File: src/rtl/clock_divider_pkg.sv
// Shared helpers for the multi-channel square-wave generator.
//   ch_w(n)      : width of a channel-select field for n channels (never below 1)
//   presc_w(mhz) : width of the microsecond prescaler counter for a given clock
package clock_divider_pkg;

    function automatic int ch_w(input int n);
        return (n <= 1) ? 1 : $clog2(n);
    endfunction

    function automatic int presc_w(input int mhz);
        return (mhz <= 1) ? 1 : $clog2(mhz);
    endfunction

endpackage

File: src/rtl/multi_clock_divider_if.sv
// Control/status bundle of multi_clock_divider.
//   master : drives EN, SYNC, CFG_WE, CFG_CH, CFG_HALF_US; observes OUT, TICK, US_TICK
//   slave  : the divider side of the same signals
interface multi_clock_divider_if
    import clock_divider_pkg::*;
#(
    parameter int NUM_CH = 4,
    parameter int HALF_W = 20
);
    logic [NUM_CH-1:0]         EN;
    logic                      SYNC;
    logic                      CFG_WE;
    logic [ch_w(NUM_CH)-1:0]   CFG_CH;
    logic [HALF_W-1:0]         CFG_HALF_US;
    logic [NUM_CH-1:0]         OUT;
    logic [NUM_CH-1:0]         TICK;
    logic                      US_TICK;

    modport master (
        output EN, SYNC, CFG_WE, CFG_CH, CFG_HALF_US,
        input  OUT, TICK, US_TICK
    );

    modport slave (
        input  EN, SYNC, CFG_WE, CFG_CH, CFG_HALF_US,
        output OUT, TICK, US_TICK
    );
endinterface

File: src/rtl/divider_channel.sv
// One square-wave channel: half-period counter, active/shadow/pending
// half-period registers, registered output and toggle tick.
//   i_clk, i_rst_n : clock, synchronous active-low reset
//   i_en           : run enable (disabled forces counter and output low)
//   i_sync         : realign: counter and output cleared, pending value applied
//   i_us_stb       : microsecond strobe from the shared prescaler
//   i_we, i_half_us: write of a new half-period into the shadow register
//   o_out, o_tick  : square wave and one-cycle pulse on each toggle
module divider_channel #(
    parameter int HALF_W          = 20,
    parameter int DEFAULT_HALF_US = 500000
) (
    input  logic              i_clk,
    input  logic              i_rst_n,
    input  logic              i_en,
    input  logic              i_sync,
    input  logic              i_us_stb,
    input  logic              i_we,
    input  logic [HALF_W-1:0] i_half_us,
    output logic              o_out,
    output logic              o_tick
);
    localparam logic [HALF_W-1:0] DEF_HALF = HALF_W'(DEFAULT_HALF_US);

    logic [HALF_W-1:0] r_cnt;
    logic [HALF_W-1:0] r_half;
    logic [HALF_W-1:0] r_shadow;
    logic              r_pend;
    logic              r_out;
    logic              r_tick;

    logic w_stopped;
    logic w_wrap;

    assign w_stopped = (r_half == '0);
    assign w_wrap    = (r_cnt == r_half - 1'b1);

    always_ff @(posedge i_clk) begin
        if (!i_rst_n) begin
            r_cnt    <= '0;
            r_half   <= DEF_HALF;
            r_shadow <= DEF_HALF;
            r_pend   <= 1'b0;
            r_out    <= 1'b0;
            r_tick   <= 1'b0;
        end else begin
            r_tick <= 1'b0;
            if (i_sync || !i_en) begin
                r_cnt <= '0;
                r_out <= 1'b0;
                if (r_pend) begin
                    r_half <= r_shadow;
                    r_pend <= 1'b0;
                end
            end else if (w_stopped) begin
                // Stopped channel holds its level; a new value takes effect at once.
                r_cnt <= '0;
                if (r_pend) begin
                    r_half <= r_shadow;
                    r_pend <= 1'b0;
                end
            end else if (i_us_stb) begin
                if (w_wrap) begin
                    r_cnt  <= '0;
                    r_out  <= ~r_out;
                    r_tick <= 1'b1;
                    // Swapping the period only at the boundary keeps r_cnt below r_half.
                    if (r_pend) begin
                        r_half <= r_shadow;
                        r_pend <= 1'b0;
                    end
                end else begin
                    r_cnt <= r_cnt + 1'b1;
                end
            end
            // A write landing on an apply edge stays pending for the next boundary.
            if (i_we) begin
                r_shadow <= i_half_us;
                r_pend   <= 1'b1;
            end
        end
    end

    assign o_out  = r_out;
    assign o_tick = r_tick;
endmodule

File: src/rtl/multi_clock_divider.sv
// Multi-channel square-wave generator with a shared 1 us prescaler.
//   CLK, RST_N : system clock, synchronous active-low reset
//   bus.EN     : per-channel enable        bus.SYNC : realign all channels
//   bus.CFG_*  : half-period write port    bus.OUT/TICK : per-channel outputs
//   bus.US_TICK: registered 1 us strobe
module multi_clock_divider
    import clock_divider_pkg::*;
#(
    parameter int CLOCK_SPEED_MHZ = 12,
    parameter int NUM_CH          = 4,
    parameter int HALF_W          = 20,
    parameter int DEFAULT_HALF_US = 500000
) (
    input  logic                   CLK,
    input  logic                   RST_N,
    multi_clock_divider_if.slave   bus
);
    localparam int              PW         = presc_w(CLOCK_SPEED_MHZ);
    localparam int              CW         = ch_w(NUM_CH);
    localparam logic [PW-1:0]   PRESC_LAST = PW'(CLOCK_SPEED_MHZ - 1);

    logic [PW-1:0]     r_presc;
    logic              r_us_tick;
    logic              w_us_stb;
    logic [NUM_CH-1:0] w_out;
    logic [NUM_CH-1:0] w_tick;

    // Channels act on the terminal count itself so a toggle lines up with US_TICK.
    assign w_us_stb = (r_presc == PRESC_LAST);

    always_ff @(posedge CLK) begin
        if (!RST_N) begin
            r_presc   <= '0;
            r_us_tick <= 1'b0;
        end else if (bus.SYNC) begin
            r_presc   <= '0;
            r_us_tick <= 1'b0;
        end else begin
            r_us_tick <= w_us_stb;
            r_presc   <= w_us_stb ? '0 : r_presc + 1'b1;
        end
    end

    for (genvar g = 0; g < NUM_CH; g++) begin : g_ch
        logic w_we;
        // Out-of-range CFG_CH values match no channel and are dropped.
        assign w_we = bus.CFG_WE && (bus.CFG_CH == CW'(g));

        divider_channel #(
            .HALF_W          (HALF_W),
            .DEFAULT_HALF_US (DEFAULT_HALF_US)
        ) u_ch (
            .i_clk     (CLK),
            .i_rst_n   (RST_N),
            .i_en      (bus.EN[g]),
            .i_sync    (bus.SYNC),
            .i_us_stb  (w_us_stb),
            .i_we      (w_we),
            .i_half_us (bus.CFG_HALF_US),
            .o_out     (w_out[g]),
            .o_tick    (w_tick[g])
        );
    end

    assign bus.OUT     = w_out;
    assign bus.TICK    = w_tick;
    assign bus.US_TICK = r_us_tick;
endmodule

File: src/flat_wrapper.sv
// flat-port wrapper written by rule: the top's interface ports become plain ports
module multi_clock_divider_flat import clock_divider_pkg::*;
#(
    parameter int CLOCK_SPEED_MHZ = 12,
    parameter int NUM_CH          = 4,
    parameter int HALF_W          = 20,
    parameter int DEFAULT_HALF_US = 500000
)
  (CLK, RST_N, bus_EN, bus_SYNC, bus_CFG_WE, bus_CFG_CH, bus_CFG_HALF_US, bus_OUT, bus_TICK, bus_US_TICK);
  multi_clock_divider_if #(.NUM_CH(NUM_CH), .HALF_W(HALF_W)) bus_i ();
  input  logic CLK;
  input  logic RST_N;
  input wire logic [$bits(bus_i.EN)-1:0] bus_EN;
  input wire logic [$bits(bus_i.SYNC)-1:0] bus_SYNC;
  input wire logic [$bits(bus_i.CFG_WE)-1:0] bus_CFG_WE;
  input wire logic [$bits(bus_i.CFG_CH)-1:0] bus_CFG_CH;
  input wire logic [$bits(bus_i.CFG_HALF_US)-1:0] bus_CFG_HALF_US;
  output wire logic [$bits(bus_i.OUT)-1:0] bus_OUT;
  output wire logic [$bits(bus_i.TICK)-1:0] bus_TICK;
  output wire logic [$bits(bus_i.US_TICK)-1:0] bus_US_TICK;
  assign bus_i.EN = bus_EN;
  assign bus_i.SYNC = bus_SYNC;
  assign bus_i.CFG_WE = bus_CFG_WE;
  assign bus_i.CFG_CH = bus_CFG_CH;
  assign bus_i.CFG_HALF_US = bus_CFG_HALF_US;
  assign bus_OUT = bus_i.OUT;
  assign bus_TICK = bus_i.TICK;
  assign bus_US_TICK = bus_i.US_TICK;
  multi_clock_divider #(.CLOCK_SPEED_MHZ(CLOCK_SPEED_MHZ), .NUM_CH(NUM_CH), .HALF_W(HALF_W), .DEFAULT_HALF_US(DEFAULT_HALF_US)) u_core (.CLK(CLK), .RST_N(RST_N), .bus(bus_i));
endmodule
File: config.mk
export PLATFORM = sky130hd
export DESIGN_NAME = multi_clock_divider_flat
export DESIGN_NICKNAME = d
export VERILOG_FILES = /design/src/rtl/clock_divider_pkg.sv /design/src/rtl/multi_clock_divider_if.sv /design/src/rtl/divider_channel.sv /design/src/rtl/multi_clock_divider.sv /design/src/flat_wrapper.sv
export SDC_FILE = /design/constraint.sdc
export NUM_CORES = 1
export LEC_CHECK = 0
export BUFFER_PORTS_ARGS = -buffer_cell sky130_fd_sc_hd__buf_4
export CORE_MARGIN = 2
export CORE_UTILIZATION = 25
export CTS_BUF_LIST = sky130_fd_sc_hd__clkbuf_8
export DETAILED_ROUTE_END_ITERATION = 16
export SLEW_MARGIN = 20
export SYNTH_ARGS = -nofsm -noshare
export SYNTH_HDL_FRONTEND = slang
export SYNTH_SLANG_ARGS = --single-unit
File: constraint.sdc
create_clock -name CLK -period 6.8 [get_ports CLK]
set_input_delay 0.68 -clock CLK [delete_from_list [all_inputs] [get_ports CLK]]
set_output_delay 0.68 -clock CLK [all_outputs]
set_load 0.005 [all_outputs]
==> flow_summary_export.csv <==
group,metric,value,unit
status,outcome,"completed",
setup_path,path_class,"flop to flop",
cts,cts_sinks,257,
cts,numCtsBuffers,45,
cts,clk_path_buf_depth,3,
global_routing,grt_usage,13.1,%
logic_synthesis,postSynthAreaPerCell,8.00,µm²
global_routing,overflow,0,
logic_synthesis,async_reset_ff_share,0,%
logic_synthesis,synth_edf_count,0,
setup_path,r2r_start,"u_core.g_ch[0].u_ch.r_half[0]",
timing,timing.final.ws_setup,2.52,ns
setup_path,arrival,4.70,ns
cells_and_area,syn_to_final_growth,12.8,%
timing,hold_viol_final,0,
timing,tightest_slew,1.01,ns
logic_synthesis,synth_flop_cell,"dfxtp_1",
placed_design,pre_cts_ws,2.58,ns
cts,post_cts_buffers,0,
logic_synthesis,synthCells,1755,
min_path,hold_class,"input port to flop",
floorplanning,die_w,241,µm
setup_path,slowest_stage,"nor4b_2",
placed_design,dp_hpwl,27300,µm
cells_and_area,finish.utilization,28.6,%
power_and_ir_drop,power.density,204,nW/µm²
placed_design,gp_congestion,0.890,
cts,path_clk_slew,0.06,ns
cts,cts_tree,"done",
timing,tns,0,ns
logic_synthesis,ys_seq_area_share,36.6,%
logic_synthesis,synth-seq-cells,257,
cells_and_area,drive_gt1_share,11.2,%
timing,setup_viol,0,
timing,slew_violations,0,
timing,layout_min_cycle_time,4.28,ns
global_routing,grt_max_degree,115,
setup_path,cp.required,7.22,ns
logic_synthesis,synth_warnings,0,
timing,max_freq,234,MHz
routing,route.detailed.drc,0,
cts,hold_buffers,0,
timing,fin_skew,0.0296,ns
timing,fin_crit_sh,62.9,%
timing,maxSlewHeadroom,32.7,%
floorplanning,start_util,25.4,%
routing,drt_iter0_markers,790,
floorplanning,die_area,58100,µm²
placed_design,postPlaceCellArea,14900,µm²
setup_path,crit_path_end_kind,"flop",
cells_and_area,fill_cells,5953,
routing,dr_total_vias,12300,
cells_and_area,diodes,0,
setup_path,critical_path.cell_chain,"inv_1 -> ha_1 -> nor4b_2 -> nand3_1 -> o31a_1 -> a2111oi_0 -> nand4_1 -> nor4_2 -> buf_4 -> or2_2 -> o21ai_0",
logic_synthesis,synth_cell_types,78,
setup_path,critPathLaunchType,"flop",
cts,root_buffer,"clkbuf_8",
routing,dr.pass1.iters,5,
global_routing,antenna_found_initial,2,
timing,timing.hold.ws,0.355,ns
setup_path,crit_path_max_fanout,20,
cts,clk_latency,0.58,ns
min_path,min_path_cells,2,
run,max_cap_violations,0,
cells_and_area,design_area,15800,µm²
floorplanning,num_rows,86,
routing,wl_per_cell,15.1,µm
cts,cts_resized,0,
cells_and_area,final_nets,1770,
global_routing,grt_pass1_wl,61400,µm
min_path,min_to,"u_core.g_ch[0].u_ch.o_out",
logic_synthesis,synth_area,14000,µm²
setup_path,reg2reg_slack,2.52,ns
routing,drtAntennaViolNets,0,
logic_synthesis,syn-num-nets,1794,
timing,rsz0062_at_grt,"false",
floorplanning,core-area,55300,µm²
routing,via_per_inst,4.89,
routing,wl,37900,µm
floorplanning,ioPinCount,39,
min_path,holdCritStartpoint,"bus_EN[0]",
setup_path,reg2reg_depth,11,
global_routing,first_global_vias,11800,
cts,cts_max_level,2,
power_and_ir_drop,vdd_drop_max,0.109,mV
setup_path,max_stage_delay,0.68,ns
placed_design,port_buffers,38,
floorplanning,die_h,241,µm
setup_path,r2r_end,"u_core.g_ch[0].u_ch.r_pend",
power_and_ir_drop,cellLeakagePower,5.40,nW
## logic make-up (layout without fill, tap and decap cells)
group	Yosys count	after routing	synth area share, %
muxes	55	55	4.16
and+or+nand+nor	850	850	29.6
DFF	257	257	36.6
adders and majority gates	9	9	0.802
xor gates and xnor gates	171	171	10.7
buffers and inverters	162	168	4.70
AOI/OAI and AO/OA	251	251	13.4
## metal layers
layer	wire [µm]	global-route usage [%]
met1	17700	17.1
met2	17000	21.0
met3	2310	3.28
met4	938	4.08
met5	25	0
## state kept, by name (all words and copies together), names as in the netlist
signal                     count
u_core.g_ch.u_ch.r_half       80
u_core.g_ch.u_ch.o_out         4
u_core.g_ch.u_ch.r_shadow     80
u_core.g_ch.u_ch.r_pend        4
u_core.g_ch.u_ch.r_cnt        80
u_core.bus.US_TICK             1
u_core.r_presc                 4
u_core.g_ch.u_ch.o_tick        4
## final cells by class
class                           instances  area [µm²]  share of cell area, %
Sequential cell                       257        5140                   32.5
Clock inverter                         20         166                   1.05
Tap cell                              748         936                   5.91
Inverter                               38         143                  0.901
Timing Repair Buffer                   53         402                   2.54
Clock buffer                           57         785                   4.95
Multi-Input combinational cell       1336        8260                   52.2
## power by group
part / switching [mW] / leakage [nW] / internal (mW) / total, mW
logic: 0.105 / 2.79 / 0.0511 / 0.156
registers: 0.0189 / 2.08 / 1.53 / 1.55
clock network: 0.657 / 0.528 / 0.863 / 1.52
total: 0.780 / 5.40 / 2.44 / 3.22
## placed cells by master (no fill, tap or decap), types with 6 or more instances in the layout
cell      instances
nand2_1         269
dfxtp_1         257
nand3_1         171
nor2_1          167
xor2_1           90
xnor2_1          81
clkbuf_8         57
a21boi_0         56
buf_4            52
o211ai_1         48
inv_1            47
nor3_1           30
o21ai_0          28
mux2i_1          28
mux2_2           27
or3_1            26
nand4_1          25
nor4_1           24
nand3b_1         22
and3_1           20
or4_1            16
a21oi_1          14
a31o_2           14
or2_2            13
and4_1           11
a31oi_1          10
a211o_1           9
a211oi_1          9
ha_1              9
nand2b_1          8
nor3b_1           7
and2_1            7
clkinv_2          7
o22ai_1           6
## worst max-delay path, delay by kind of cell (launching register included)
| kind | cells | cell delay (ns) |
|---|---|---|
| AOI/OAI and AO/OA | 3 | 0.85 |
| adders and majority gates | 1 | 0.28 |
| buffers and inverters | 2 | 0.39 |
| DFF | 1 | 0.37 |
| and+or+nand+nor | 5 | 2.23 |
## stage by stage
stage / instances / total power, mW
final: 2509 / 3.22
after global placement: 2432 / 1.73
after CTS: 2509 / 3.28
after floorplan: 1755 / 1.68
after global routing: 2509 / 3.36
after detailed placement: 2432 / 1.74
## how the worst max path moves through the flow
| stage | startpoint | end | slack (ns) | cells past startpoint |
|---|---|---|---|---|
| global route | u_core.g_ch[0].u_ch.r_half[0] | u_core.g_ch[0].u_ch.r_pend | 2.26 | 11 |
| detailed placement | u_core.g_ch[0].u_ch.r_half[0] | u_core.g_ch[0].u_ch.r_pend | 2.58 | 11 |
| global placement | u_core.g_ch[3].u_ch.r_half[0] | u_core.g_ch[3].u_ch.r_pend | 2.82 | 10 |
| finish | u_core.g_ch[0].u_ch.r_half[0] | u_core.g_ch[0].u_ch.r_pend | 2.52 | 11 |
| CTS | u_core.g_ch[0].u_ch.r_half[0] | u_core.g_ch[0].u_ch.r_pend | 2.53 | 11 |
| floorplan | u_core.g_ch[1].u_ch.r_half[0] | u_core.g_ch[1].u_ch.r_half[17] | 3.35 | 11 |
## cell usage after synthesis (30+ instances only)
master    number  share of area (%)
o211ai_1      48                2.6
nor2_1       167                4.5
clkbuf_1      97                2.6
xnor2_1       81                5.1
nor3_1        30                1.1
nand2_1      269                7.2
nand3_1      171                6.1
a21boi_0      56                3.0
xor2_1        90                5.6
dfxtp_1      257                 37
inv_1         38                1.0
Note: power is estimated with default switching activity, not from simulation.
